### src/rtl/morph_sequencer.sv
// rtl/morph_sequencer.sv - frame sequencer for the 1-bit morphological window processor
module morph_sequencer #(
    parameter int AW        = 15,
    parameter int NPIX      = 32768,
    parameter int FLUSH_CYC = 514,
    parameter int RD_LAT    = 2
) (
    input  logic          clock,
    input  logic          reset,
    input  logic          start,
    input  logic [1:0]    op,
    output logic          busy,
    output logic          done,
    output logic          pass_idx,
    output logic          mem_rd,
    output logic          mem_we,
    output logic [AW:0]   mem_addr,
    output logic          mem_wdata,
    input  logic          mem_rdata,
    output logic          proc_which,
    output logic          proc_income,
    output logic [AW-1:0] proc_addr,
    input  logic          proc_outcome
);

    // Counters carry one extra bit so a full 2**AW frame ends without wrapping.
    localparam int CW = AW + 1;
    localparam logic [CW-1:0] NPIX_C     = CW'(NPIX);
    localparam logic [CW-1:0] FEED_LAST  = CW'(NPIX);
    localparam logic [CW-1:0] FLUSH_LAST = CW'(FLUSH_CYC - 1);
    localparam logic [CW-1:0] DRAIN_LAST = CW'(NPIX + RD_LAT - 1);
    localparam logic [CW-1:0] LAT_C      = CW'(RD_LAT);
    localparam logic [AW-1:0] FLUSH_BASE = AW'(NPIX);

    typedef enum logic [2:0] {
        S_IDLE,
        S_FEED,
        S_FLUSH,
        S_DRAIN,
        S_NEXT,
        S_DONE
    } state_t;

    state_t        state_q, state_d;
    logic [CW-1:0] cnt_q, cnt_d;
    logic [1:0]    op_q, op_d;
    logic          pass_q, pass_d;

    // State, phase counter, latched op and pass index.
    always_ff @(posedge clock or posedge reset) begin
        if (reset) begin
            state_q <= S_IDLE;
            cnt_q   <= '0;
            op_q    <= 2'b00;
            pass_q  <= 1'b0;
        end else begin
            state_q <= state_d;
            cnt_q   <= cnt_d;
            op_q    <= op_d;
            pass_q  <= pass_d;
        end
    end

    // Pass 0 reads bank 0; the second pass of open/close reads back what pass 0 wrote.
    assign pass_idx   = pass_q;
    assign proc_which = pass_q ? ~op_q[0] : op_q[0];

    // Next-state logic and all per-phase strobes, addresses and data steering.
    always_comb begin
        state_d     = state_q;
        cnt_d       = cnt_q;
        op_d        = op_q;
        pass_d      = pass_q;
        busy        = 1'b0;
        done        = 1'b0;
        mem_rd      = 1'b0;
        mem_we      = 1'b0;
        mem_addr    = '0;
        mem_wdata   = 1'b0;
        proc_income = 1'b0;
        proc_addr   = '0;
        case (state_q)
            S_IDLE: begin
                if (start) begin
                    op_d    = op;
                    pass_d  = 1'b0;
                    cnt_d   = '0;
                    state_d = S_FEED;
                end
            end
            S_FEED: begin
                busy = 1'b1;
                if (cnt_q < NPIX_C) begin
                    mem_rd   = 1'b1;
                    mem_addr = {pass_q, cnt_q[AW-1:0]};
                end
                // RAM data lags the read by one cycle, so pixel i lands on cycle i+1.
                if (cnt_q != '0) begin
                    proc_income = mem_rdata;
                    proc_addr   = cnt_q[AW-1:0] - AW'(1);
                end
                if (cnt_q == FEED_LAST) begin
                    cnt_d   = '0;
                    state_d = S_FLUSH;
                end else begin
                    cnt_d = cnt_q + CW'(1);
                end
            end
            S_FLUSH: begin
                busy      = 1'b1;
                proc_addr = FLUSH_BASE + cnt_q[AW-1:0];
                if (cnt_q == FLUSH_LAST) begin
                    cnt_d   = '0;
                    state_d = S_DRAIN;
                end else begin
                    cnt_d = cnt_q + CW'(1);
                end
            end
            S_DRAIN: begin
                busy = 1'b1;
                if (cnt_q < NPIX_C) begin
                    proc_addr = cnt_q[AW-1:0];
                end
                // Write back each result once the processor read latency has elapsed.
                if (cnt_q >= LAT_C) begin
                    mem_we    = 1'b1;
                    mem_addr  = {~pass_q, cnt_q[AW-1:0] - AW'(RD_LAT)};
                    mem_wdata = proc_outcome;
                end
                if (cnt_q == DRAIN_LAST) begin
                    cnt_d   = '0;
                    state_d = (op_q[1] && !pass_q) ? S_NEXT : S_DONE;
                end else begin
                    cnt_d = cnt_q + CW'(1);
                end
            end
            S_NEXT: begin
                busy    = 1'b1;
                pass_d  = 1'b1;
                cnt_d   = '0;
                state_d = S_FEED;
            end
            S_DONE: begin
                done    = 1'b1;
                pass_d  = 1'b0;
                state_d = S_IDLE;
            end
            default: begin
                state_d = S_IDLE;
            end
        endcase
    end

endmodule

### config.mk
export PLATFORM = sky130hd
export DESIGN_NAME = morph_sequencer
export DESIGN_NICKNAME = d
export VERILOG_FILES = /design/src/rtl/morph_sequencer.sv
export SDC_FILE = /design/constraint.sdc
export NUM_CORES = 1
export LEC_CHECK = 0
export CAP_MARGIN = 25
export CORE_MARGIN = 5
export CORE_UTILIZATION = 53
export CTS_CLUSTER_DIAMETER = 30
export CTS_CLUSTER_SIZE = 40
export DETAILED_ROUTE_END_ITERATION = 7
export PLACE_DENSITY_LB_ADDON = 0.12
export SETUP_SLACK_MARGIN = 0.2
export SLEW_MARGIN = 20
export SYNTH_ARGS = -nofsm -noshare
export SYNTH_HDL_FRONTEND = slang
export SYNTH_SLANG_ARGS = --single-unit
### constraint.sdc
create_clock -name clock -period 3.06 [get_ports clock]
set_input_delay 0.306 -clock clock [delete_from_list [all_inputs] [get_ports clock]]
set_output_delay 0.306 -clock clock [all_outputs]
set_load 0.005 [all_outputs]
==> impl_metrics.tcl <==
set metrics [dict create \
    status "completed" \
    ir_worst_vdd_mv 0.506 \
    cp-end-kind "primary output" \
    max_freq_ghz 0.347 \
    layout.cells.non_filler 445 \
    die_y_um 75.9 \
    hold_viol_final 0 \
    synth_edf_count 0 \
    drc 0 \
    synth_common_cells "nand2_1, o21ai_0, nor2_1, dfrtp_1" \
    ys.flop_type "dfrtp_1" \
    fin_util 0.769 \
    layout.nets 408 \
    syn_nets 339 \
    register_area_um2 557 \
    grt_usage 0.239 \
    synth_xor_area_frac 0.0380 \
    place_hpwl_um 5000 \
    wire_per_inst_um 16.9 \
    path_clk_slew_ps 80 \
    hold_class "in2async" \
    max-cap-violations 0 \
    synthSimpleGateAreaFrac 0.321 \
    ant_nets 0 \
    clock_latency_ps 260 \
    reg2reg_from "cnt_q[6]$_DFFE_PP0P_" \
    finalCritPeriodShare 0.943 \
    finalMaxSlewViolations 0 \
    cp_max_fo 6 \
    ys_seq_elements 22 \
    dp_cells 420 \
    vias 2772 \
    worst_setup_path_start_kind "flip-flop" \
    cp.arrival_ps 2580 \
    layout_setup_ws_ps 174 \
    setup_violations 0 \
    min_period_ps 2890 \
    core_um2 4290 \
    fin_worst_skew_ps 3.98 \
    synthCells 325 \
    synth_cell_types 55 \
    internal_power_mw 2.15 \
    cts_tree "yes" \
    worstPathRequired_ps 2750 \
    grt_overflow 0 \
    synth_top_family_by_area "simple AND/OR/NAND/NOR gates" \
    dr.first_iter.drc_count 267 \
    synth_top_cell_by_area "dfrtp_1" \
    fp.dieW_um 75.9 \
    cts_made_buffers 3 \
    syn_avg_cell_area_um2 7.09 \
    grt_pass1_vias 2410 \
    synth_top_cell_area_share 0.239 \
    antenna_found_initial 0 \
    grt_setup_unrepaired "true" \
    synth_compound_area_frac 0.258 \
    power.density_nw_per_um2 1220 \
    die-area_um2 5770 \
    rows 24 \
    synth_area_leaders "dfrtp_1, o21ai_0, nand2_1, a31oi_1, nor2_1" \
    routed_via_density 6.23 \
    leakagePower_nw 1.52 \
    grt_pass1_wl_um 11800 \
    muxShareOfSynthArea 0.0271 \
    num-fill-cells 329 \
    cts_buffer_depth 2 \
    ios 46 \
    syn-cell-area_um2 2300 \
    synthToLayoutAreaGrowth_pct 43.3 \
    slew_headroom 0.421 \
    io_buffers 45 \
    synth_fa_ha_area_frac 0.0380 \
    initial_core_util 0.537 \
    drt_first_pass_iters 5 \
    worstMarginPinSlew_ps 868 \
    holdBufCountCts 0 \
    finalWirelength_um 7540 \
    cts.sinks 22 \
    power_switching_mw 1.87 \
    ff2ff_setup_slack_ps 620 \
    multi_input_area_um2 1730 \
    ys_async_sr_fraction 1.00 \
    pwr-share-comb 0.805 \
    crit_end "mem_addr[8]" \
    gp_congestion 0.951 \
    sequentialPowerShare 0.127 \
    htreeDepth 1 \
    p_sw_frac 0.465 \
    rr_endpoint "cnt_q[15]$_DFFE_PP0P_" \
    drive_above_1_share 0.232 \
    grt_max_degree 23 \
    synth.most_common_cell "nand2_1" \
    fin_setup_tns_ps 0 \
    clock-root-buffer "clkbuf_8" \
    pre_cts_ws_ps 154 \
    seq_area_frac_synth 0.239 \
    synth_warnings 0 \
    clock_power_share 0.068 \
    startpoint "cnt_q[6]$_DFFE_PP0P_" \
    diodes 0 \
    crit_type "reg2out" \
    reg2regPathDepth 7 \
]
==> flip-flops by register name, indices dropped and copies added, names as in the netlist <==
name,count
cnt_q,16
op_q,2
pass_idx,1
state_q,3
==> metal layers <==
layer | vias to the layer above | share of wire | global-route usage
met3 | 28 | 0.10 | 0.0415
met1 | 1286 | 0.40 | 0.317
li1 | 1304 | - | -
met4 | 0 | 0.033 | 0.0961
met5 | - | 0 | 0
met2 | 154 | 0.46 | 0.384
==> layout make-up <==
| class | count | area share |
|---|---|---|
| clock buffers | 3 | 0.0125 |
| clock inverters | 1 | 0.00909 |
| inverters | 12 | 0.0152 |
| multi-input cells | 265 | 0.523 |
| flip-flops and latches | 22 | 0.169 |
| well taps | 52 | 0.0197 |
| repair buffers | 90 | 0.252 |
==> per-stage QoR <==
stage	instance area, µm²	hold WS, ps	power (mW)
floorplan	2300	295	2.02
global placement	2890	511	3.11
detailed placement	2890	520	3.14
CTS	3100	539	3.68
global route	3300	564	4.29
finish	3300	513	4.01
==> cells by family after synthesis <==
group	count (synthesis)
buffers and inverters	40
multiplexers	6
AND/OR/NAND/NOR	140
XOR/XNOR	10
adder cells (fa/ha/maj)	7
AO/OA/AOI/OAI	100
flip-flops	22
==> worst min path at each step <==
stage	start	to	slack, ps	cells after the start
global route	op_q[0]$_DFFE_PP0P_	op_q[0]$_DFFE_PP0P_	560	1
detailed placement	op_q[0]$_DFFE_PP0P_	op_q[0]$_DFFE_PP0P_	520	1
global placement	op_q[0]$_DFFE_PP0P_	op_q[0]$_DFFE_PP0P_	510	1
finish	reset	cnt_q[15]$_DFFE_PP0P_	510	2
floorplan	reset	cnt_q[0]$_DFFE_PP0P_	300	1
CTS	reset	cnt_q[15]$_DFFE_PP0P_	540	2
==> power by group through the flow <==
| stage | logic [mW] | registers, mW | clock network, mW |
|---|---|---|---|
| 4_1_cts | 2.91 | 0.497 | 0.277 |
| 2_1_floorplan | 1.56 | 0.458 | 0 |
| 5_1_grt | 3.47 | 0.523 | 0.290 |
| 3_5_place_dp | 2.63 | 0.511 | 0 |
| 6_report | 3.23 | 0.509 | 0.272 |
| 3_3_place_gp | 2.60 | 0.505 | 0 |
==> layout by cell type, fill, tap and decap left out, types with 5 or more instances in the layout <==
cell / n
a21oi_1: 15
a31oi_1: 19
buf_4: 41
clkdlybuf4s50_1: 31
dfrtp_1: 17
dfrtp_2: 5
dlymetal6s2s_1: 12
ha_1: 6
inv_1: 10
nand2_1: 46
nand2b_1: 7
nand3_1: 5
nand4_1: 5
nor2_1: 28
nor3_1: 5
nor4_1: 5
o21ai_0: 35
o21ai_1: 5
xnor2_1: 7
==> worst max-delay path, cell delays in order, from the launching register on <==
cell and delay (ps):
dfrtp_1 430, or4_1 500, buf_6 170, buf_4 150, nor2_2 210, nand2_1 70
o21ai_0 230, clkdlybuf4s50_1 550
==> what timing repair did <==
item	4_1_cts	5_1_grt
gates cloned	1	1
pin swaps	4	8
resized for setup	16	38
setup endpoints to repair	30	28
setup buffers	12	6
Power figures use the tool's default switching activity.
